$ cat src/rtl/cache_types_pkg.sv
// rtl/cache_types_pkg.sv - shared types, geometry constants and helpers for the L1 cache controller
package cache_types_pkg;

  typedef enum logic [1:0] {
    CHECK,
    WRITEBACK,
    FILL
  } cache_state_t;

  localparam int S_OFFSET = 5;
  localparam int S_INDEX  = 3;
  localparam int S_TAG    = 32 - S_OFFSET - S_INDEX;

  function automatic logic [31:0] line_align(input logic [31:0] addr, input int off);
    line_align = addr & ~((32'd1 << off) - 32'd1);
  endfunction

endpackage

$ cat src/rtl/cache_control_sat_counter.sv
// rtl/cache_control_sat_counter.sv - saturating event counter for cache performance monitoring
module sat_counter #(
  parameter int width = 16
) (
  input  logic             clk,
  input  logic             rst_n,
  input  logic             inc,
  output logic [width-1:0] count
);

  logic [width-1:0] count_d, count_q;

  always_comb begin
    count_d = count_q;
    if (inc && (count_q != {width{1'b1}})) begin
      count_d = count_q + width'(1);
    end
  end

  always_ff @(posedge clk or negedge rst_n) begin
    if (!rst_n) begin
      count_q <= '0;
    end else begin
      count_q <= count_d;
    end
  end

  assign count = count_q;

endmodule

$ cat src/rtl/cache_control.sv
// rtl/cache_control.sv - control FSM for the direct-mapped write-back L1 cache
module cache_control
  import cache_types_pkg::*;
#(
  parameter int s_offset  = S_OFFSET,
  parameter int s_index   = S_INDEX,
  parameter int s_tag     = 32 - s_offset - s_index,
  parameter int cnt_width = 16
) (
  input  logic                 clk,
  input  logic                 rst_n,
  input  logic                 cpu_read,
  input  logic                 cpu_write,
  input  logic [31:0]          cpu_address,
  output logic                 cpu_resp,
  output logic                 array_read,
  output logic [s_index-1:0]   array_index,
  input  logic [s_tag-1:0]     tag_out,
  input  logic                 valid_out,
  input  logic                 dirty_out,
  output logic                 tag_load,
  output logic                 valid_load,
  output logic                 dirty_load,
  output logic                 dirty_in,
  output logic                 data_load,
  output logic                 data_sel,
  output logic                 pmem_read,
  output logic                 pmem_write,
  output logic [31:0]          pmem_address,
  input  logic                 pmem_resp,
  output logic [cnt_width-1:0] hit_count,
  output logic [cnt_width-1:0] miss_count
);

  cache_state_t state_d, state_q;
  logic refill_d, refill_q;
  logic hit_inc, miss_inc;
  logic req, hit;
  logic [s_tag-1:0]   cpu_tag;
  logic [s_index-1:0] cpu_index;

  assign cpu_tag   = cpu_address[31 -: s_tag];
  assign cpu_index = cpu_address[s_offset +: s_index];
  assign req       = cpu_read | cpu_write;
  assign hit       = valid_out && (tag_out == cpu_tag);

  always_comb begin
    state_d      = state_q;
    refill_d     = refill_q;
    hit_inc      = 1'b0;
    miss_inc     = 1'b0;
    cpu_resp     = 1'b0;
    array_read   = req;
    array_index  = cpu_index;
    tag_load     = 1'b0;
    valid_load   = 1'b0;
    dirty_load   = 1'b0;
    dirty_in     = 1'b0;
    data_load    = 1'b0;
    data_sel     = 1'b0;
    pmem_read    = 1'b0;
    pmem_write   = 1'b0;
    pmem_address = 32'h0;

    case (state_q)
      CHECK: begin
        if (req) begin
          if (hit) begin
            cpu_resp = 1'b1;
            // The replay after a fill is not a genuine hit
            hit_inc  = !refill_q;
            refill_d = 1'b0;
            if (cpu_write) begin
              data_load  = 1'b1;
              dirty_load = 1'b1;
              dirty_in   = 1'b1;
            end
          end else begin
            miss_inc = 1'b1;
            state_d  = (valid_out && dirty_out) ? WRITEBACK : FILL;
          end
        end
      end
      WRITEBACK: begin
        pmem_write   = 1'b1;
        pmem_address = {tag_out, cpu_index, {s_offset{1'b0}}};
        if (pmem_resp) begin
          state_d = FILL;
        end
      end
      FILL: begin
        pmem_read    = 1'b1;
        pmem_address = line_align(cpu_address, s_offset);
        if (pmem_resp) begin
          data_load  = 1'b1;
          data_sel   = 1'b1;
          tag_load   = 1'b1;
          valid_load = 1'b1;
          dirty_load = 1'b1;
          refill_d   = 1'b1;
          state_d    = CHECK;
        end
      end
      default: state_d = CHECK;
    endcase

    // Reset silences every strobe immediately, including mid-transfer
    if (!rst_n) begin
      hit_inc      = 1'b0;
      miss_inc     = 1'b0;
      cpu_resp     = 1'b0;
      array_read   = 1'b0;
      array_index  = '0;
      tag_load     = 1'b0;
      valid_load   = 1'b0;
      dirty_load   = 1'b0;
      dirty_in     = 1'b0;
      data_load    = 1'b0;
      data_sel     = 1'b0;
      pmem_read    = 1'b0;
      pmem_write   = 1'b0;
      pmem_address = 32'h0;
    end
  end

  always_ff @(posedge clk or negedge rst_n) begin
    if (!rst_n) begin
      state_q  <= CHECK;
      refill_q <= 1'b0;
    end else begin
      state_q  <= state_d;
      refill_q <= refill_d;
    end
  end

  sat_counter #(.width(cnt_width)) u_hit_counter (
    .clk   (clk),
    .rst_n (rst_n),
    .inc   (hit_inc),
    .count (hit_count)
  );

  sat_counter #(.width(cnt_width)) u_miss_counter (
    .clk   (clk),
    .rst_n (rst_n),
    .inc   (miss_inc),
    .count (miss_count)
  );

endmodule

$ cat config.mk
export PLATFORM = sky130hd
export DESIGN_NAME = cache_control
export DESIGN_NICKNAME = d
export VERILOG_FILES = /design/src/rtl/cache_types_pkg.sv /design/src/rtl/cache_control_sat_counter.sv /design/src/rtl/cache_control.sv
export SDC_FILE = /design/constraint.sdc
export NUM_CORES = 1
export LEC_CHECK = 0
export CAP_MARGIN = 15
export CORE_ASPECT_RATIO = 1.2
export CORE_MARGIN = 10
export CORE_UTILIZATION = 55
export DETAILED_ROUTE_END_ITERATION = 12
export DONT_BUFFER_PORTS = 1
export PLACE_DENSITY_LB_ADDON = 0.05
export SKIP_CTS_REPAIR_TIMING = 1
export SLEW_MARGIN = 20
export SYNTH_ARGS = -nofsm -noshare
export SYNTH_HDL_FRONTEND = slang
export SYNTH_SLANG_ARGS = --single-unit
$ cat constraint.sdc
create_clock -name clk -period 2 [get_ports clk]
set_input_delay 0.3 -clock clk [delete_from_list [all_inputs] [get_ports clk]]
set_output_delay 0.3 -clock clk [all_outputs]
set_load 0.05 [all_outputs]
==> metrics, run 1 <==
IO Port Bufs=0; reg2reg start=u_hit_counter.count[7]; hold crit path type=input pin to flop; Crit Path Category=flop to flop; DPL Wire Length=7.32 mm; All-Layer GR Usage=22.4%; Yosys reg bits=35; EDFF count, synth=0; Main synth FF type=dfrtp_1; DIE HEIGHT=96.1 µm; Fin. Hold Viols=0; Post-Synthesis Cells=324; Achievable Freq=0.463 GHz; max_cap viols=0; IO Pins=140; CTS tree=done; clk_skew=0.00508 ns; DRC viols=0; met1 Use GR=20.7%; crit path DAT=2.37 ns; PD cells=1070 nW/µm²; TritonCTS buffer count=5; RSZ-0062 raised after global routing=yes; YS warnings=0; Worst-path clk slew=0.08 ns; Post-Syn Area=2650 µm²; worst path buffer plus inverter count=0; Root Driver=clkbuf_8; Largest delay share family, worst path=simple AND/OR/NAND/NOR gates; Netlist cell types=38; status=finished, violations left; Startpoint Class=flop; Worst Path Required=2.21 ns; WP depth=6; first-pass GRT wire length=14.8 mm; Overflow after GRT=0; chip width=83.4 µm; initial DRC count=358; Critical Path End=u_hit_counter.count[7]; Core ar.=4630 µm²; vias in the first global route=2984; n_diodes=0; Layout Utilization=92.8%; average size of a mapped cell=8.18 µm²; DRT Pass-1 Iters=5; flop-to-flop setup slack=-0.16 ns; reg-to-reg critical path endpoint=u_hit_counter.count[7]; Slew Limit Fails=0; Total Die Area=8010 µm²; failing checks=setup timing; site row count=27; initial antenna violation count=0; ys async rst share=100%; CP max stage delay=0.44 ns; Seq/Total Area, Yosys=33.0%; gr busiest metal=met2; setup ws final=-0.161 ns; clk_lat worst skew=0.30 ns; Setup TNS Final=-1.27 ns; fillers=152; post-route antenna net violation count=0; Min Hold Slack=0.244 ns; DR WL/cell=26.6 µm; min Tclk post-route=2.16 ns; Final Setup Violations=20; CP dominant cell by count=nand4_1; Layout area overhead=62.0%; # H-tree levels=2; Critical Path Sink Type=flop; worst-path cell chain=nand4_1, nor4_2, nand3_1, nand4_1, nor2_2, xor2_1; Placer Congestion=0.829; met3 GRT Util=11.1%; critical path's slowest cell=dfrtp_2; Worst Setup SP=u_hit_counter.count[7]; Worst VDD drop=0.718 mV; Lkg Pwr=1.79 nW; share of cells above drive strength 1=45.0%; via count=3227; Period Utilization, post-route=108%; largest net degree at the start of global routing=47; Reg2Reg Depth=6; crit-path max FO=6; dpl ws=-0.181 ns; final net count=480; clk buf depth=2; routed vias/inst=6.85; M2 GR Usage=40.9%; Routed WL=12.5 mm; Starting Density=57.3%; CTS sink count=35
cells by family after synthesis:
| kind of cell | Yosys count | share of synthesized area (%) |
|---|---|---|
| buffers and inverters | 29 | 5.29 |
| AO/OA/AOI/OAI | 33 | 8.92 |
| flip-flops | 35 | 33.0 |
| multiplexers | 3 | 1.27 |
| other | 1 | 0.141 |
| adder cells (fa/ha/maj) | 5 | 2.36 |
| XOR/XNOR | 53 | 17.5 |
| AND/OR/NAND/NOR | 165 | 31.5 |
cell usage in the layout (no fill, tap or decap), drive strengths merged:
cell type    instances
and3                12
nor4b                2
clkbuf               6
nand2b               1
o21ai                3
a21oi                1
nand4               21
conb                 5
ha                   5
xor2                17
nor4                 2
and2                 4
nand4bb              1
nand3               20
inv                  7
bufinv               1
nor3b                1
or4b                 1
nor2                50
dlygate4sd3          1
nand2               28
o21bai               1
nand4b               1
nor2b                3
and4                 3
or3                  1
o31ai                1
clkinv               2
or4                  1
xnor2               36
dfrtp               35
o211ai               2
nor3                13
buf                 97
mux2                 3
a31oi                1
a22oi               24
power breakdown:
part           total [W]  internal [W]  switching [W]
clock network   0.000666      0.000371       0.000295
registers       0.000874      0.000788      0.0000855
logic            0.00305       0.00124        0.00181
worst reg2reg max path, cell delays in order (launching register included):
cell     delay [ns]
dfrtp_2        0.44
nand4_1        0.25
nor4_2         0.43
nand3_1        0.31
nand4_1        0.34
nor2_2         0.09
xor2_1         0.20
synthesized netlist by cell type, types with 2 or more instances:
library cell	number	area (µm²)
nor2_1	50	188
xnor2_1	36	315
dfrtp_1	35	876
nand2_1	28	105
a22oi_1	24	180
nand3_1	20	100
nand4_1	20	125
xor2_1	17	149
nor3_1	13	65.1
and3_1	12	75.1
clkbuf_1	10	37.5
buf_4	8	60.1
inv_1	7	26.3
ha_1	5	62.6
and2_1	4	25.0
and4_1	3	26.3
buf_1	3	11.3
mux2_2	3	33.8
nor2b_1	3	18.8
o21ai_0	3	15.0
nor4_1	2	12.5
o211ai_1	2	15.0
per-layer routing:
layer	share of wire [%]	wire (µm)
met1	30	3760
met2	52	6520
met3	13	1620
met4	4.9	617
met5	0	0
cell type report:
cell class / instances / area (µm²) / area share, %
tap: 58 / 72.6 / 1.69
clock buffer: 5 / 68.8 / 1.60
multi-input combinational: 264 / 2020 / 47.0
sequential: 35 / 890 / 20.7
inverter: 7 / 26.3 / 0.612
timing repair buffer: 99 / 1170 / 27.3
clock inverter: 3 / 43.8 / 1.02
state kept, by name, indices dropped and copies added, names as in the netlist:
register / flops
state_q: 2
refill_q: 1
u_miss_counter.count: 16
u_hit_counter.count: 16
how the worst min path moves through the flow:
stage	startpoint	endpoint	slack, ns	cells past startpoint
after CTS	rst_n	u_miss_counter.count[1]	-0.31	0
after global routing	valid_out	state_q[1]	0.27	2
after detailed placement	rst_n	u_hit_counter.count[2]	0.006	0
after floorplan	rst_n	refill_q	0.004	0
final	valid_out	state_q[1]	0.24	2
after global placement	rst_n	u_hit_counter.count[2]	0.006	0
through the flow:
stage	total power (W)	area (µm²)	std cells
floorplan	0.00249	2840	328
global placement	0.00338	3830	453
detailed placement	0.00343	3830	453
CTS	0.00408	3940	461
global route	0.00475	4290	471
finish	0.00459	4290	471
(Power assumes the default switching activity.)
==> run 2, diff against run 1 <==
CELL_PAD_IN_SITES_DETAIL_PLACEMENT = 1   (was unset)
CELL_PAD_IN_SITES_GLOBAL_PLACEMENT = 2   (was unset)
CORE_UTILIZATION = 31   (was 55)
==> run 2 against run 1 <==
Combinational power grew 4%. Maximum frequency grew 4.2%. The run still ends with setup timing left. Largest power group unchanged. Highest routed layer unchanged. Global-route usage shrank 6.9 points. Clock skew shrank 0.0029 ns. Largest cell class unchanged. Wire length shrank 15%. Clock power shrank 13%.
==> metrics, run 2 (synthesis gave the netlist of run 1 again) <==
final net count=481 (+0.21%); Placer Congestion=0.795 (-4.0%); DR WL/cell=20.1 µm (-24%); site row count=36 (+33%); Overflow after GRT=0 (unchanged); Startpoint Class=input pin; Slew Limit Fails=0 (unchanged); Worst VDD drop=0.511 mV (-29%); DRT Pass-1 Iters=4 (-1); first-pass GRT wire length=16.2 mm (+9.1%); largest net degree at the start of global routing=47 (unchanged); Largest delay share family, worst path=simple AND/OR/NAND/NOR gates; most frequent cells in the layout=buf_4 (62), buf_12 (31), nand2_1 (27); IO Port Bufs=0 (unchanged); share of cells above drive strength 1=49.3% (+4.2 points); routed vias/inst=5.29 (-23%); vias in the first global route=3042 (+1.9%); status=finished, violations left; DRC viols=0 (unchanged); TritonCTS buffer count=5 (unchanged); clk buf depth=2 (unchanged); via count=2792 (-13%); dpl ws=-0.256 ns (-0.0747 ns); Layout area overhead=72.0%; Period Utilization, post-route=104% (-4.4 points); Routed WL=10.6 mm (-15%); fillers=919 (+500%); failing checks=setup timing; Min Hold Slack=0.249 ns (+0.00479 ns); Root Driver=clkbuf_8; Starting Density=32.2% (-25 points); initial DRC count=71 (-80%); Crit Path Category=input pin to output pin; CP max stage delay=0.51 ns (+0.07 ns); worst path buffer plus inverter count=1 (+1); CTS tree=done; # H-tree levels=2 (unchanged); Worst-path clk slew=0.07 ns (about the same); clk_lat worst skew=0.28 ns (-0.02 ns); setup ws final=-0.0738 ns (+0.0871 ns); CTS sink count=35 (unchanged); Fin. Hold Viols=0 (unchanged); RSZ-0062 raised after global routing=yes; clk_skew=0.00220 ns (-0.00288 ns); min Tclk post-route=2.07 ns (-0.0871 ns); PD cells=1020 nW/µm² (-4.9%); DIE HEIGHT=121 µm (+26%); DPL Wire Length=8.15 mm (+11%); Critical Path Sink Type=output pin; crit path DAT=1.77 ns (-0.60 ns); IO Pins=140 (unchanged); Final Setup Violations=4 (-80%); critical path's slowest cell=or4_4; All-Layer GR Usage=15.5% (-6.9 points); max_cap viols=0 (unchanged); crit-path max FO=2 (-4); Core ar.=8240 µm² (+78%); post-route antenna net violation count=0 (unchanged); most common cell after layout, fill and taps aside=buf_4; chip width=104 µm (+25%); Layout Utilization=55.3% (-37 points); Total Die Area=12700 µm² (+58%); n_diodes=0 (unchanged); worst-path cell chain=xnor2_1, nand2_1, or4_4, nor3_4, nand4bb_1, nor2_2, buf_12; Achievable Freq=0.482 GHz (+4.2%); hold crit path type=input pin to flop; Lkg Pwr=1.86 nW (+3.9%); initial antenna violation count=0 (unchanged); Worst Path Required=1.70 ns (-0.51 ns)
## run 2: per-layer routing
metal | part of all wire, % | GRT usage (%)
met5 | 0 | 0
met4 | 1.2 | 3.83
met3 | 13 | 9.03
met2 | 53 | 28.1
met1 | 33 | 14.7
## run 2: report_power, final
group / total, W / switching (W) / internal, W
logic: 0.00318 / 0.00186 / 0.00132
clock network: 0.000579 / 0.000265 / 0.000314
registers: 0.000871 / 0.0000837 / 0.000787
total: 0.00463 / 0.00221 / 0.00242
## run 2: area by class of cell
| cell class | count | area, µm² | share of cell area [%] |
|---|---|---|---|
| multi-input combinational | 264 | 2200 | 48.3 |
| timing repair buffer | 100 | 1190 | 26.2 |
| sequential | 35 | 888 | 19.5 |
| tap | 114 | 143 | 3.13 |
| clock buffer | 7 | 96.3 | 2.11 |
| inverter | 7 | 26.3 | 0.576 |
| clock inverter | 1 | 7.51 | 0.165 |
## run 2: metrics by stage
step | area, µm² | std cells | TNS [ns] | total power (W)
after floorplan | 2840 | 328 | -0.709 | 0.00249
after global placement | 3870 | 510 | -2.19 | 0.00340
after detailed placement | 3870 | 510 | -2.85 | 0.00344
after CTS | 3980 | 518 | -3.04 | 0.00404
after global routing | 4560 | 528 | -0.938 | 0.00490
final | 4560 | 528 | -0.145 | 0.00463
## run 2: final timing paths
check / start / to / slack, ns / cells after the start
setup reg to reg: state_q[1] / u_hit_counter.count[11] / 0.13 / 8
max in group asynchronous: rst_n / u_hit_counter.count[7] / 1.33 / 2
hold reg to reg: u_hit_counter.count[8] / u_hit_counter.count[8] / 0.51 / 1
hold / removal: valid_out / state_q[1] / 0.25 / 2
setup / recovery: cpu_address[30] / dirty_in / -0.07 / 7
min in group asynchronous: rst_n / u_hit_counter.count[10] / 0.46 / 2
==> run 3, diff against run 2 <==
CELL_PAD_IN_SITES_DETAIL_PLACEMENT = unset   (was 1)
CELL_PAD_IN_SITES_GLOBAL_PLACEMENT = unset   (was 2)
CORE_UTILIZATION = 55   (was 31)
==> results of run 3 <==
No change in the layout: final DEF, timing and power equal those of run 1.
